`config.mk`:
```
export PLATFORM = sky130hd
export DESIGN_NAME = display_capture
export DESIGN_NICKNAME = d
export VERILOG_FILES = /design/src/rtl/display_pkg.sv /design/src/rtl/seg7_to_bcd.sv /design/src/rtl/display_capture.sv
export SDC_FILE = /design/constraint.sdc
export NUM_CORES = 1
export LEC_CHECK = 0
export ABC_CLOCK_PERIOD_IN_PS = 3600
export BUFFER_PORTS_ARGS = -buffer_cell sky130_fd_sc_hd__buf_2
export CAP_MARGIN = 30
export CORE_ASPECT_RATIO = 1.4
export CORE_MARGIN = 5
export CORE_UTILIZATION = 35
export CTS_CLUSTER_SIZE = 8
export DETAILED_ROUTE_END_ITERATION = 10
export REMOVE_ABC_BUFFERS = 1
export SKIP_LAST_GASP = 1
export SYNTH_ARGS = -nofsm -noshare
export SYNTH_HDL_FRONTEND = slang
export SYNTH_SLANG_ARGS = --single-unit
```
`constraint.sdc`:
```
create_clock -name clk -period 3.6 [get_ports clk]
set_clock_uncertainty 0.05 [all_clocks]
set_input_delay 0.36 -clock clk [delete_from_list [all_inputs] [get_ports clk]]
set_output_delay 0.36 -clock clk [all_outputs]
set_load 0.05 [all_outputs]
```
`src/rtl/display_pkg.sv`:
```
// rtl/display_pkg.sv - shared constants for the 7-segment display path
// Holds the digit count, digit-slot width and the segment patterns for 0..9.
// The patterns are shared with the transmit-side decoder.
// Bit order is a..g in bits 7..1 and dp in bit 0.
package display_pkg;

    localparam int NUM_DIGITS = 5;
    localparam int DIGIT_W    = 4;

    localparam logic [7:0] SEG_0 = 8'hFC;
    localparam logic [7:0] SEG_1 = 8'h60;
    localparam logic [7:0] SEG_2 = 8'hDA;
    localparam logic [7:0] SEG_3 = 8'hF2;
    localparam logic [7:0] SEG_4 = 8'h66;
    localparam logic [7:0] SEG_5 = 8'hB6;
    localparam logic [7:0] SEG_6 = 8'hBE;
    localparam logic [7:0] SEG_7 = 8'hE0;
    localparam logic [7:0] SEG_8 = 8'hFE;
    localparam logic [7:0] SEG_9 = 8'hF6;

    function automatic logic is_onehot(input logic [NUM_DIGITS-1:0] v);
        return (v != '0) && ((v & (v - NUM_DIGITS'(1))) == '0);
    endfunction

endpackage

```
`src/rtl/seg7_to_bcd.sv`:
```
// rtl/seg7_to_bcd.sv - reverse decode of a lit 7-segment pattern to BCD
// Ports:
//   seg     - segments a..g (dp already stripped)
//   digit   - decoded BCD value; 0 when invalid
//   invalid - pattern is not one of the ten digit shapes
module seg7_to_bcd
    import display_pkg::*;
(
    input  logic [6:0]         seg,
    output logic [DIGIT_W-1:0] digit,
    output logic               invalid
);

    always_comb begin
        digit   = '0;
        invalid = 1'b0;
        case (seg)
            SEG_0[7:1]: digit = 4'd0;
            SEG_1[7:1]: digit = 4'd1;
            SEG_2[7:1]: digit = 4'd2;
            SEG_3[7:1]: digit = 4'd3;
            SEG_4[7:1]: digit = 4'd4;
            SEG_5[7:1]: digit = 4'd5;
            SEG_6[7:1]: digit = 4'd6;
            SEG_7[7:1]: digit = 4'd7;
            SEG_8[7:1]: digit = 4'd8;
            SEG_9[7:1]: digit = 4'd9;
            default:    invalid = 1'b1;
        endcase
    end

endmodule

```
`src/rtl/display_capture.sv`:
```
// rtl/display_capture.sv - samples a multiplexed 7-segment bus and publishes 5-digit frames
// Ports:
//   clk, reset_n  - clock and asynchronous active-low reset
//   segments      - a..g in bits 7..1, dp in bit 0, active-high
//   cathodes      - one-hot digit select, bit i = digit i
//   digits        - last published frame, digit i at [4i+3:4i]
//   digits_valid  - one-cycle strobe when digits/err update
//   err           - per-slot decode error flags of the last published frame
//   active        - frames are arriving within TIMEOUT_CYCLES
module display_capture
    import display_pkg::*;
#(
    parameter int SETTLE_CYCLES  = 16,
    parameter int TIMEOUT_CYCLES = 1_000_000
) (
    input  logic                          clk,
    input  logic                          reset_n,
    input  logic [7:0]                    segments,
    input  logic [NUM_DIGITS-1:0]         cathodes,
    output logic [NUM_DIGITS*DIGIT_W-1:0] digits,
    output logic                          digits_valid,
    output logic [NUM_DIGITS-1:0]         err,
    output logic                          active
);

    localparam int SAMPLE_W = 8 + NUM_DIGITS;
    localparam int SW       = $clog2(SETTLE_CYCLES);
    localparam int TW       = $clog2(TIMEOUT_CYCLES);
    localparam logic [SW-1:0] SETTLE_LAST  = SW'(SETTLE_CYCLES - 1);
    localparam logic [TW-1:0] TIMEOUT_LAST = TW'(TIMEOUT_CYCLES - 1);
    localparam logic [TW-1:0] TIMEOUT_FIRE = TW'(TIMEOUT_CYCLES - 2);

    logic [SAMPLE_W-1:0]           s;
    logic [SAMPLE_W-1:0]           s_prev;
    logic [SW-1:0]                 settle_cnt;
    logic                          captured;
    logic [NUM_DIGITS-1:0]         mask;
    logic [NUM_DIGITS*DIGIT_W-1:0] shadow;
    logic [NUM_DIGITS-1:0]         shadow_err;
    logic [TW-1:0]                 timeout_cnt;

    logic [NUM_DIGITS-1:0]         s_cath;
    logic                          stable;
    logic                          capture;
    logic                          publish;
    logic [DIGIT_W-1:0]            dec_digit;
    logic                          dec_invalid;
    logic [NUM_DIGITS*DIGIT_W-1:0] shadow_next;
    logic [NUM_DIGITS-1:0]         err_next;

    assign s_cath = s[NUM_DIGITS-1:0];
    assign stable = (s == s_prev);

    // stable is required too: the counter still reads its last value on the
    // first cycle after the bus moves, and that new value must not be taken.
    assign capture = stable && (settle_cnt == SETTLE_LAST) && !captured
                     && is_onehot(s_cath);
    assign publish = capture && ((mask | s_cath) == '1);

    seg7_to_bcd u_dec (
        .seg     (s[SAMPLE_W-1 -: 7]),
        .digit   (dec_digit),
        .invalid (dec_invalid)
    );

    // Shadow frame including the current capture, so publish can take it
    // on the same edge.
    always_comb begin
        shadow_next = shadow;
        err_next    = shadow_err;
        for (int i = 0; i < NUM_DIGITS; i++) begin
            if (capture && s_cath[i]) begin
                if (!dec_invalid) begin
                    shadow_next[i*DIGIT_W +: DIGIT_W] = dec_digit;
                end
                err_next[i] = dec_invalid;
            end
        end
    end

    always_ff @(posedge clk or negedge reset_n) begin
        if (!reset_n) begin
            s            <= '0;
            s_prev       <= '0;
            settle_cnt   <= '0;
            captured     <= 1'b0;
            mask         <= '0;
            shadow       <= '0;
            shadow_err   <= '0;
            timeout_cnt  <= '0;
            digits       <= '0;
            digits_valid <= 1'b0;
            err          <= '0;
            active       <= 1'b0;
        end else begin
            s      <= {segments, cathodes};
            s_prev <= s;

            if (!stable) begin
                settle_cnt <= '0;
                captured   <= 1'b0;
            end else begin
                if (settle_cnt != SETTLE_LAST) begin
                    settle_cnt <= settle_cnt + 1'b1;
                end
                if (capture) begin
                    captured <= 1'b1;
                end
            end

            shadow       <= shadow_next;
            shadow_err   <= err_next;
            digits_valid <= publish;

            if (publish) begin
                digits      <= shadow_next;
                err         <= err_next;
                mask        <= '0;
                active      <= 1'b1;
                timeout_cnt <= '0;
            end else begin
                if (capture) begin
                    mask <= mask | s_cath;
                end
                if (timeout_cnt != TIMEOUT_LAST) begin
                    timeout_cnt <= timeout_cnt + 1'b1;
                end
                // Fires once, on the edge where the counter reaches its
                // last value; while saturated, frames may assemble again.
                if (timeout_cnt == TIMEOUT_FIRE) begin
                    active <= 1'b0;
                    mask   <= '0;
                end
            end
        end
    end

endmodule

```
# Word-level counts from Yosys, hierarchy flattened
# Cells that the tools add are included.
# classes
add_sub_neg	3
bitwise	2
eq_ne	18
n_reduce_logical	17
muxes	28
# ops
cell	n
$eq A7 B7 Y1 const B	8
$mux W4	12
$mux W20	2
$pmux W4 S9	1
$add A20 B1 Y20 const B	1
$eq A20 B20 Y1 const B	1
$ne A20 B20 Y1 const B	1
$mux W5	3
$eq A7 B6 Y1 const B	2
$eq A13 B13 Y1	1
$logic_and A1 B1 Y1	10
$mux W1	10
$reduce_or A10 Y1	1
$and A5 B5 Y5	1
$eq A5 B5 Y1 const B	1
$logic_not A5 Y1	1
$or A5 B5 Y5	1
$reduce_bool A5 Y1	1
$sub A5 B1 Y5 const B	1
$add A4 B1 Y4 const B	1
$eq A4 B4 Y1 const B	1
$ne A2 B1 Y1 const B	2
$ne A4 B4 Y1 const B	1
$reduce_bool A2 Y1	2
2 further kinds	2
# word_totals
ff_bits	108
input_bits	15
out_inout_bits	27

# Logic depth before layout (Yosys ltp)
# Gate-level depths: netlist (run 1).
# logic_depth
ltp_word	8
mapped_depth	9
mapped_depth_nobuf	7

# By module
# A second synthesis (run 1) with hierarchy kept.
# unflattened
hier_cells	398
hier_area_um2	5062.4
# by_module_without_submodules
module	area_each_um2	cells_each	seq_area_each_um2	n_inst
display_capture	4894.7	374	2702.6	1
seg7_to_bcd	167.7	24	0.0	1

# Worst setup path after synthesis (run 1)
# Ideal clock, no wire load.
# synth_timing
path_kind	reg-to-reg
start	register s[1]
end	register err[2]
setup_ns	0.125
t_arrival_ns	2.162
synth_period_minus_slack_ns	2.337
stages_incl_launch_ff	8
setup_slack_ns	1.263
required_time_ns	3.425
path_buffers	1
path_cell_list	dfrtp_1 > or3_1 > and3_1 > or3_1 > buf_6 > nand4_1 > mux2_2 > mux2_4
# synth_between
elab_chain_cells	7
elab_cells_between_ends	14
classes_between	add/sub (1); eq/ne (2); mux (1); bitwise (2); reduce/logical (8)
# synth_rtl
item	line_no	text
from (decl)	display_capture.sv:33	logic [SAMPLE_W-1:0] s;
from (signal assigned)	display_capture.sv:96	s <= {segments, cathodes};
$sub A5 B1 Y5	display_pkg.sv:22	return (v != '0) && ((v & (v - NUM_DIGITS'(1))) == '0);
$and A5 B5 Y5	display_pkg.sv:22	
$logic_not A5 Y1	display_pkg.sv:22	
$logic_and A1 B1 Y1	display_pkg.sv:22	
$logic_and A1 B1 Y1 (*)	display_capture.sv:57	&& is_onehot(s_cath);
$logic_and A1 B1 Y1 (*)	display_capture.sv:72	if (capture && s_cath[i]) begin
$mux W1 (*)	display_capture.sv:72	
via err_next[2]	display_capture.sv:49	logic [NUM_DIGITS-1:0] err_next;
to (signal assigned)	display_capture.sv:117	err <= err_next;
to (decl)	display_capture.sv:22	output logic [NUM_DIGITS-1:0] err,
# Mark *: on every way through the listed nets, which the timed path passes. The rest lies on a longest branch.
# A chain may end at the register's enable or synchronous reset.

# Worst setup path after layout (run 1)
# layout_timing
start	register s[1]
end	register mask[1]
# layout_between
elab_chain_cells	7
elab_cells_between_ends	16
classes_between	add/sub (1); eq/ne (2); mux (3); bitwise (2); reduce/logical (8)
# layout_rtl
item	line_no	text
$sub A5 B1 Y5	display_pkg.sv:22	
$and A5 B5 Y5	display_pkg.sv:22	
$logic_not A5 Y1	display_pkg.sv:22	
$logic_and A1 B1 Y1	display_pkg.sv:22	
$logic_and A1 B1 Y1	display_capture.sv:57	
$logic_and A1 B1 Y1	display_capture.sv:58	assign publish = capture && ((mask | s_cath) == '1);
$reduce_bool A3 Y1 (no line) or $mux W5 (tied branches)	--	
to (signal assigned)	display_capture.sv:123	mask <= mask | s_cath;
to (decl)	display_capture.sv:37	logic [NUM_DIGITS-1:0] mask;
# Several ways; a longest one is shown, not always the timed one. The select of a mux whose other input is x is not followed.

==> run_results.csv, run 1 <==
group,metric,value,unit
timing,slew-limit-headroom,59.8,%
cts,clkSlewWorstSetupHoldPaths,0.07,ns
timing,min_period,2.81,ns
floorplan,chipWidth,106,um
cts,clock_tree.htree_level_count,3,
synth,top_cells_by_count_synth,"108 x dfrtp_1, 45 x nand2_1, 44 x nor2_1",
synth,synth_top_area_cell,"dfrtp_1",
power_and_ir_drop,power_share_of_the_sequential_group,55.6,%
synth,post_synth.cell_area_avg,11.4,um^2
timing,worst_slew_pin_slew,0.603,ns
cells_and_area,n_antenna_cell,0,
cells_and_area,instances_no_fill,601,
job,drv.max_cap_violation_count,0,
routing,detail_route.iter0.violations,115,
hold_path,hp-class,"primary input to flop",
grt,grt_start_max_net_pins,54,
critical_path,critical-path-slowest-cell,"and4_4",
power_and_ir_drop,power.share.switching,21.6,%
cts,clock-root-buffer,"clkbuf_16",
critical_path,type_of_origin_of_the_critical_path,"flop",
cts,tritoncts,"yes",
routing,detail_route.vias_per_cell,5.07,
cells_and_area,fillerInstances,1219,
critical_path,worstPathArrival,2.99,ns
synth,synth_compound_area_share,9.90,%
critical_path,critical_path.reg2reg.startpoint,"s[1]",
power_and_ir_drop,leakagePower,2.58,nW
routing,route.final.wire_length,9.05,mm
timing,period_share,77.9,%
power_and_ir_drop,post-layout-total-power,2.24,mW
critical_path,cp_peak_stage_delay,0.68,ns
routing,postRouteAntennaNets,0,
synth,syn_inst_count,401,
power_and_ir_drop,max-vdd-ir-drop,184,uV
grt,grt_antenna_before_repair,0,
placement,post-dp-hpwl,6.18,mm
synth,main_area_contributors_after_synthesis,"dfrtp_1 59%, xnor2_1 3.8%, nand2_1 3.7%",
timing,unrepaired_setup_endpoints_after_global_routing,"false",
synth,post_synth_fa_ha_maj_area_fraction,0.823,%
critical_path,timing.critical_path.to_type,"flop",
placement,placed_area,4890,um^2
critical_path,path_max_fanout,53,
power_and_ir_drop,power_switching,0.486,mW
synth,mappedNetlistArea,4560,um^2
synth,synth_async_sr_flop_share,100,%
cts,post-cts-setup-buffers,0,
cts,cts-root-to-sink-buffers,2,
critical_path,critPathKind,"flop to flop",
synth,synth_largest_type_area_fraction,59.2,%
critical_path,timing.critical_path.from,"s[1]",
synth,ys_seq_area_share,59.2,%
timing,clock.fmax,356,MHz
timing,fin_setup_tns,0,ns
critical_path,crit_path_frequent_cell,"or3_1",
floorplan,rows,49,
timing,timing.final.setup_violations,0,
critical_path,worst_ep_required_time,3.79,ns
synth,synth_cell_type_count,54,
placement,gpl.final_weighted_congestion,0.757,
status,status,"finished, final reports clean",
hold_path,holdCritStartpoint,"segments[0]",
synth,synth-seq-cells,108,
cts,cts_buffers,9,
synth,synth_most_common_cell,"dfrtp_1",
routing,wl_per_cell,15.1,um
floorplan,fp.dieArea,15500,um^2
timing,final-hold-violation-count,0,
floorplan,pin_count,42,
cells_and_area,nNetsFinal,462,
placement,place_inst,585,
cts,clock_latency_reported_for_the_late_side_of_the_worst_skew_pair,0.35,ns
power_and_ir_drop,clkPwrFrac,41.2,%
synth,synth_simple_gate_area_share,18.1,%
grt,globalRoute.totalOverflow,0,
routing,via_count,3045,
cells_and_area,post_layout_instance_area,5180,um^2
power_and_ir_drop,power_density,433,nW/um^2
synth,synthesis.yosys.warnings,0,
cells_and_area,area_growth_syn_to_layout,13.5,%
floorplan,floorplan.die.height,145,um
synth,synth_xor_xnor_area_share,5.57,%
timing,final-max-slew-violation-count,0,
synth,synth.area.mux_share,3.48,%
power_and_ir_drop,power.share.combinational,3.1,%
routing,drt_pass1_iterations,6,
placement,pre_cts_slack,0.823,ns
grt,grt_first_pass_wirelength,15.4,mm
power_and_ir_drop,power.internal,1.76,mW
synth,number_of_synthesized_flops_with_an_enable_pin,0,
cts,clock_sinks,108,
synth,largest_family_of_logic_cells_by_synthesized_area,"simple AND/OR/NAND/NOR gates",
floorplan,initial_utilization,35.6,%
grt,groute.usage.overall,12.4,%
cells_and_area,drive_gt1_share,19.6,%
synth,ys_dominant_reg_cell,"dfrtp_1",
placement,io_buffers,41,
critical_path,crit_chain,"or3_1 > nor3b_1 > or3_1 > and4_4 > nor2_2 > a22o_2",
timing,postLayoutSetupSlackWorst,0.795,ns
floorplan,core-area,12800,um^2
routing,detail_route.drc_violations,0,
grt,number_of_global_route_vias_before_repair,3044,
final cells by class:
class	instances	area, um^2	area share, %
clock inverters	3	21.3	0.411
multi-input cells	273	1730	33.4
well taps	153	191	3.70
inverters	4	15.0	0.290
repair buffers	48	263	5.07
clock buffers	12	256	4.95
flip-flops and latches	108	2700	52.2
per-layer routing:
| metal | track usage [%] | share of wire [%] | vias to the layer above |
|---|---|---|---|
| met5 | 0 | 0 | - |
| met4 | 4.22 | 1.5 | 0 |
| met3 | 3.16 | 4.1 | 9 |
| met2 | 20.6 | 50 | 61 |
| met1 | 15.7 | 45 | 1492 |
| li1 | - | - | 1483 |
power by group through the flow:
stage | combinational (mW) | sequential, mW | clock [mW]
6_report | 0.0705 | 1.25 | 0.926
5_1_grt | 0.0818 | 1.25 | 0.998
4_1_cts | 0.0738 | 1.25 | 0.957
3_5_place_dp | 0.0727 | 1.27 | 0
3_3_place_gp | 0.0713 | 1.27 | 0
2_1_floorplan | 0.0310 | 1.27 | 0
registers in the layout, indices dropped and copies added, names as in the netlist:
| signal | cells |
|---|---|
| s | 13 |
| timeout_cnt | 20 |
| err | 5 |
| mask | 5 |
| settle_cnt | 4 |
| captured | 1 |
| digits | 20 |
| shadow | 20 |
| shadow_err | 5 |
| active | 1 |
| digits_valid | 1 |
| s_prev | 13 |
worst paths after layout:
check	end	slack [ns]	depth (start not counted)
worst max-delay path	mask[1]	0.79	6
worst min-delay path	s[5]	0.07	1
worst max register to register	mask[1]	0.79	6
worst min register to register	s_prev[5]	0.35	0
max in group asynchronous	timeout_cnt[17]	2.11	3
min in group asynchronous	timeout_cnt[4]	0.51	2
worst max-delay path: cells and delay by family, from the launching register on:
| kind | cells | cell delay, ns |
|---|---|---|
| AOI/OAI and AO/OA | 1 | 0.29 |
| and+or+nand+nor | 5 | 1.89 |
| DFF | 1 | 0.47 |
timing repair:
| item | CTS | global route |
|---|---|---|
| hold buffers | 1 | 0 |
| gates resized for setup | 0 | 0 |
| endpoints found under the hold margin | 28 | 0 |
layout by cell type (no fill, tap or decap), types with 3 or more instances in the layout:
cell | netlist | final
or3_1 | 5 | 5
mux2_4 | 7 | 7
a31oi_1 | 21 | 21
a21oi_1 | 5 | 5
clkbuf_16 | 0 | 9
dfrtp_1 | 108 | 108
o21ai_1 | 4 | 4
nor3_1 | 4 | 4
o21ai_0 | 22 | 22
nor2_1 | 44 | 44
nand4_1 | 6 | 6
ha_1 | 3 | 3
inv_1 | 4 | 4
nand3_1 | 10 | 10
and2_1 | 3 | 3
xnor2_1 | 20 | 20
nand2_1 | 45 | 45
a211oi_1 | 4 | 4
nand2b_1 | 6 | 6
a22o_1 | 4 | 4
buf_2 | 6 | 40
nand3b_1 | 3 | 3
nor2b_1 | 3 | 3
mux2_2 | 3 | 3
buf_4 | 2 | 7
xor2_1 | 9 | 9
and3_1 | 10 | 10
nand2b_2 | 3 | 3
per-stage QoR:
stage,hold WS [ns],utilization (%)
final,0.0665,40.4
after global routing,0.0497,40.4
after CTS,0.0535,40.4
after detailed placement,0.343,38.2
after global placement,0.338,38.2
after floorplan,0.0144,-
cell families after synthesis:
| kind of cell | Yosys count |
|---|---|
| DFF | 108 |
| xor gates and xnor gates | 29 |
| and+or+nand+nor | 159 |
| muxes | 12 |
| AOI/OAI and AO/OA | 70 |
| buffers and inverters | 20 |
| adders and majority gates | 3 |
Note: power is estimated with default switching activity, not from simulation.
==> run 2: changes to the inputs <==
ABC_AREA = 1   (was unset)
ABC_CLOCK_PERIOD_IN_PS = 2700   (was 3600)
clock period = 2.7 ns   (was 3.6 ns; I/O delays follow)
==> run_results.csv, run 2 <==
group,metric,value,unit
synth,synth-seq-cells,108,
job,drv.max_cap_violation_count,0,
critical_path,worst_ep_required_time,2.89,ns
placement,io_buffers,41,
cells_and_area,layout.cells.most_common_list,"199 x nand2_1, 108 x dfrtp_1, 85 x inv_1",
routing,via_count,4089,
critical_path,worstReg2RegEnd,"digits[15]",
synth,ys_seq_area_share,54.2,%
hold_path,holdCritStartpoint,"s[5]",
routing,route.final.wire_length,11.3,mm
synth,syn_inst_count,625,
routing,wl_per_cell,13.0,um
timing,slew-limit-headroom,58.4,%
synth,largest_family_of_logic_cells_by_synthesized_area,"simple AND/OR/NAND/NOR gates",
routing,detail_route.iter0.violations,219,
status,status,"finished, final reports clean",
cts,clock-root-buffer,"clkbuf_16",
placement,post-dp-hpwl,7.86,mm
synth,synth_largest_type_area_fraction,54.2,%
grt,grt_antenna_before_repair,0,
cts,clock_tree.htree_level_count,3,
critical_path,type_of_origin_of_the_critical_path,"flop",
cells_and_area,drive_gt1_share,10.6,%
timing,fin_setup_tns,0,ns
routing,drt_pass1_iterations,5,
power_and_ir_drop,leakagePower,3.17,nW
timing,min_period,2.28,ns
synth,main_area_contributors_after_synthesis,"dfrtp_1 54%, nand2_1 15%, inv_1 6.4%",
grt,groute.usage.overall,14.4,%
cts,post_cts.resized_instances,0,
floorplan,pin_count,42,
synth,mappedNetlistArea,4990,um^2
floorplan,core-area,14000,um^2
grt,grt_start_max_net_pins,63,
hold_path,hp-class,"flop to flop",
routing,detail_route.drc_violations,0,
synth,synth_xor_xnor_area_share,1.05,%
grt,globalRoute.totalOverflow,0,
synth,post_synth.cell_area_avg,7.98,um^2
synth,number_of_synthesized_flops_with_an_enable_pin,0,
synth,synth.area.mux_share,0,%
floorplan,floorplan.die.height,151,um
hold_path,whs_path_depth,0,
timing,period_share,84.5,%
hold_path,min_delay_worst_endpoint,"s_prev[5]",
placement,gpl.final_weighted_congestion,0.859,
power_and_ir_drop,post-layout-total-power,3.02,mW
cells_and_area,mostFrequentLayoutCell,"nand2_1",
cts,clock_sinks,108,
timing,final-hold-violation-count,0,
synth,synth_cell_type_count,27,
critical_path,path_max_fanout,8,
floorplan,fp.dieArea,16800,um^2
grt,grt_first_pass_wirelength,19.7,mm
critical_path,critical_path.reg2reg.startpoint,"settle_cnt[0]",
synth,post_synth_fa_ha_maj_area_fraction,0.752,%
critical_path,critPathKind,"flop to flop",
critical_path,worstRegToRegCells,10,
cts,cts_buffers,9,
cts,cts-root-to-sink-buffers,2,
synth,ys_dominant_reg_cell,"dfrtp_1",
critical_path,setup_slack_reg_to_reg,0.42,ns
timing,final-max-slew-violation-count,0,
timing,unrepaired_setup_endpoints_after_global_routing,"false",
synth,synth_most_common_cell,"nand2_1",
synth,synth_simple_gate_area_share,33.1,%
timing,clock.fmax,438,MHz
cells_and_area,largest_registers,"digits: 20 flops, shadow: 20 flops, timeout_cnt: 20 flops",
cells_and_area,n_antenna_cell,0,
cells_and_area,area_growth_syn_to_layout,17.1,%
power_and_ir_drop,power_density,516,nW/um^2
synth,synth_top_area_cell,"dfrtp_1",
synth,synth_compound_area_share,2.88,%
cts,tritoncts,"yes",
timing,hold_ws,0.353,ns
synth,synth_async_sr_flop_share,100,%
synth,synthesis.yosys.warnings,0,
routing,postRouteAntennaNets,0,
critical_path,timing.critical_path.to_type,"flop",
cts,post-cts-setup-buffers,0,
cells_and_area,fillerInstances,1389,
synth,top_cells_by_count_synth,"199 x nand2_1, 108 x dfrtp_1, 85 x inv_1",
critical_path,worstPathArrival,2.48,ns
floorplan,rows,51,
cells_and_area,nNetsFinal,702,
grt,number_of_global_route_vias_before_repair,4180,
cts,clkSlewWorstSetupHoldPaths,0.07,ns
timing,worst_slew_pin_slew,0.625,ns
routing,detail_route.vias_per_cell,4.68,
floorplan,chipWidth,111,um
timing,timing.final.setup_violations,0,
power_and_ir_drop,max-vdd-ir-drop,251,uV
cts,clock_latency_reported_for_the_late_side_of_the_worst_skew_pair,0.35,ns
cts,cts_hold_repair.buffers,14,
floorplan,initial_utilization,35.7,%
[run 2: cell count changes after synthesis, sizes merged, moves of 10 or more]
cell / change
nand4: +18
and3: -10
nand3: +53
a21oi: +12
inv: +86
nor2: +23
nand2: +154
xnor2: -16
mux2: -10
a31oi: -20
o21ai: -20
[run 2: area by class of cell]
class	count	area, um^2	share of cell area [%]
clock inverters	5	40.0	0.685
flip-flops and latches	108	2700	46.3
inverters	90	338	5.78
well taps	185	231	3.96
clock buffers	10	229	3.92
multi-input cells	414	1880	32.2
repair buffers	61	418	7.15
[run 2: layer usage]
layer  vias up  track usage [%]  part of all wire, %
met1      1927             16.8                   44
met2        66             25.9                   52
met5         -                0                    0
met4         0             5.55                  2.0
li1       2080                -                    -
met3        16             2.88                  2.8
[run 2: where the power goes]
| group | internal [mW] | switching, mW |
|---|---|---|
| clock network | 0.625 | 0.606 |
| logic | 0.0457 | 0.0800 |
| registers | 1.64 | 0.0233 |
| total | 2.31 | 0.709 |
[run 2: logic make-up (layout without fill, tap and decap cells)]
family | Yosys count | in the layout
compound gates | 27 | 27
xor+xnor | 6 | 6
fa+ha+maj | 3 | 3
buf+inv | 103 | 166
flops | 108 | 108
simple gates | 378 | 378
[run 2: metrics by stage]
stage	instance area, um^2	utilization (%)	std cells	worst slack [ns]
after floorplan	4920	-	612	0.313
after global placement	5430	38.9	844	0.512
after detailed placement	5430	38.9	844	0.411
after CTS	5840	41.8	873	0.401
after global routing	5840	41.8	873	0.124
final	5840	41.8	873	0.419
[run 2: worst max-delay path by stage]
| stage | start | to | depth (start not counted) |
|---|---|---|---|
| 6_report | settle_cnt[0] | digits[15] | 10 |
| 5_1_grt | settle_cnt[0] | digits[15] | 10 |
| 4_1_cts | settle_cnt[0] | digits[15] | 10 |
| 3_5_place_dp | settle_cnt[0] | digits[15] | 10 |
| 3_3_place_gp | settle_cnt[0] | digits[4] | 10 |
| 2_1_floorplan | settle_cnt[0] | timeout_cnt[14] | 10 |
[run 2: critical path, stage by stage, from the launching register on]
cell and delay (ns):
dfrtp_1 0.39, ha_1 0.18, nand2_1 0.10, nor2_2 0.20
nand3_1 0.16, nor2_4 0.23, nand3_4 0.15, nor2_1 0.37
nand3_1 0.16, nand3_1 0.13, nand2_1 0.05
==> run 3: changes to the inputs <==
ABC_AREA = 0   (was 1)
ABC_CLOCK_PERIOD_IN_PS = 2100   (was 2700)
clock period = 2.1 ns   (was 2.7 ns; I/O delays follow)
==> run_results.csv, run 3 (synthesis results as in run 1) <==
group,metric,value,unit
timing,slew-limit-headroom,50.1,%
cells_and_area,nNetsFinal,547,
cells_and_area,n_antenna_cell,0,
grt,grt_start_max_net_pins,57,
power_and_ir_drop,power_share_of_the_sequential_group,52.2,%
cells_and_area,post_layout_instance_area,6430,um^2
status,status,"finished, violations left",
job,drv.max_cap_violation_count,0,
timing,final-max-slew-violation-count,0,
floorplan,initial_utilization,35.6,%
status,violations,"negative setup slack",
power_and_ir_drop,power_density,632,nW/um^2
timing,fin_setup_tns,-4.93,ns
cts,clock_sinks,108,
routing,detail_route.vias_per_cell,4.96,
timing,clock.fmax,434,MHz
power_and_ir_drop,max-vdd-ir-drop,417,uV
grt,grt_antenna_before_repair,0,
floorplan,rows,49,
grt,number_of_global_route_vias_before_repair,3493,
placement,placed_area,5350,um^2
floorplan,pin_count,42,
placement,io_buffers,41,
routing,detail_route.drc_violations,0,
timing,final-hold-violation-count,0,
critical_path,worstPathArrival,2.49,ns
critical_path,cp_peak_stage_delay,0.57,ns
timing,timing.final.setup_violations,57,
critical_path,path_max_fanout,22,
critical_path,type_of_origin_of_the_critical_path,"flop",
routing,via_count,3406,
floorplan,fp.dieArea,15500,um^2
timing,worst_slew_pin_slew,0.749,ns
cells_and_area,layout.cells.most_common_list,"107 x dfrtp_1, 53 x buf_4, 45 x nand2_1",
placement,post-dp-hpwl,6.89,mm
cts,clock-root-buffer,"clkbuf_16",
power_and_ir_drop,power_switching,0.890,mW
power_and_ir_drop,power.share.combinational,5.4,%
cts,cts-root-to-sink-buffers,2,
critical_path,critical-path-slowest-cell,"or4b_4",
routing,drt_pass1_iterations,4,
power_and_ir_drop,leakagePower,3.13,nW
cells_and_area,largest_registers,"digits: 20 flops, shadow: 20 flops, timeout_cnt: 20 flops",
critical_path,timing.critical_path.to_type,"flop",
critical_path,critPathKind,"flop to flop",
floorplan,core-area,12800,um^2
power_and_ir_drop,power.share.switching,21.9,%
timing,period_share,110,%
cells_and_area,drive_gt1_share,41.2,%
routing,detail_route.iter0.violations,145,
grt,grt_first_pass_wirelength,16.9,mm
floorplan,chipWidth,106,um
cts,cts_buffers,9,
floorplan,floorplan.die.height,145,um
critical_path,worst_ep_required_time,2.29,ns
cells_and_area,mostFrequentLayoutCell,"dfrtp_1",
routing,wl_per_cell,15.0,um
cells_and_area,instances_no_fill,687,
timing,min_period,2.30,ns
timing,postLayoutSetupSlackWorst,-0.205,ns
grt,globalRoute.totalOverflow,0,
grt,groute.usage.overall,13.6,%
timing,unrepaired_setup_endpoints_after_global_routing,"true",
routing,route.final.wire_length,10.3,mm
placement,place_inst,640,
hold_path,hp-class,"flop to flop",
cts,clock_tree.htree_level_count,3,
power_and_ir_drop,power.internal,3.18,mW
cells_and_area,final_core_util,50.2,%
critical_path,crit_chain,"or4b_4 > o32ai_4 > a41o_2 > a311oi_2 > buf_12 > mux2_2 > mux2_4",
cts,clock_latency_reported_for_the_late_side_of_the_worst_skew_pair,0.35,ns
cells_and_area,fillerInstances,1141,
cts,clkSlewWorstSetupHoldPaths,0.07,ns
cells_and_area,area_growth_syn_to_layout,41.0,%
cts,tritoncts,"yes",
power_and_ir_drop,clkPwrFrac,42.4,%
placement,gpl.final_weighted_congestion,0.813,
timing,hold_ws,0.351,ns
routing,postRouteAntennaNets,0,
-- run 3: through the flow --
| stage | power [mW] | setup slack (ns) |
|---|---|---|
| 3_3_place_gp | 2.34 | -0.171 |
| 2_1_floorplan | 2.22 | -0.669 |
| 4_1_cts | 4.13 | -0.187 |
| 3_5_place_dp | 2.34 | -0.221 |
| 5_1_grt | 4.23 | -0.275 |
| 6_report | 4.07 | -0.205 |
-- run 3: power by group through the flow --
stage / Sequential (mW) / Combinational (mW) / Clock, mW
3_3_place_gp: 2.16 / 0.179 / 0
6_report: 2.12 / 0.219 / 1.72
2_1_floorplan: 2.17 / 0.0531 / 0
3_5_place_dp: 2.16 / 0.180 / 0
4_1_cts: 2.12 / 0.220 / 1.79
5_1_grt: 2.13 / 0.242 / 1.86
-- run 3: timing repair --
item / in CTS / in global routing
hold buffers: 14 / 0
setup endpoints to repair: 71 / 73
resized for setup: 50 / 64
buffers inserted: 10 / 4
endpoints found under the hold margin: 65 / 0
gates cloned: 3 / 2
pin swaps: 14 / 22
-- run 3: critical path, delay by kind of cell (launching register included) --
kind / cells / cell delay [ns]
flops: 1 / 0.38
compound gates: 3 / 0.46
buf+inv: 1 / 0.18
mux: 2 / 0.55
simple gates: 1 / 0.57
-- run 3: layer usage --
metal	share of wire, %	GRT usage [%]	wire length, um
met5	0	0	0
met3	3.4	2.27	347
met2	54	24.2	5540
met1	41	15.9	4200
met4	1.9	6.33	197
-- run 3: cell type report --
class | instances | area, um^2 | area share [%]
well taps | 153 | 191 | 2.98
inverters | 4 | 15.0 | 0.233
multi-input cells | 273 | 2070 | 32.2
clock buffers | 10 | 239 | 3.72
repair buffers | 133 | 1140 | 17.7
flip-flops and latches | 108 | 2700 | 42.0
clock inverters | 6 | 68.8 | 1.07
-- run 3: final timing paths --
| kind | to | depth (start not counted) | from | slack, ns |
|---|---|---|---|---|
| setup / recovery | err[2] | 7 | s[6] | -0.20 |
| hold / removal | s_prev[5] | 0 | s[5] | 0.35 |
| setup reg to reg | err[2] | 7 | s[6] | -0.20 |
| hold reg to reg | s_prev[5] | 0 | s[5] | 0.35 |
| max in group asynchronous | timeout_cnt[14] | 3 | reset_n | 0.93 |
| min in group asynchronous | digits_valid | 2 | reset_n | 0.42 |
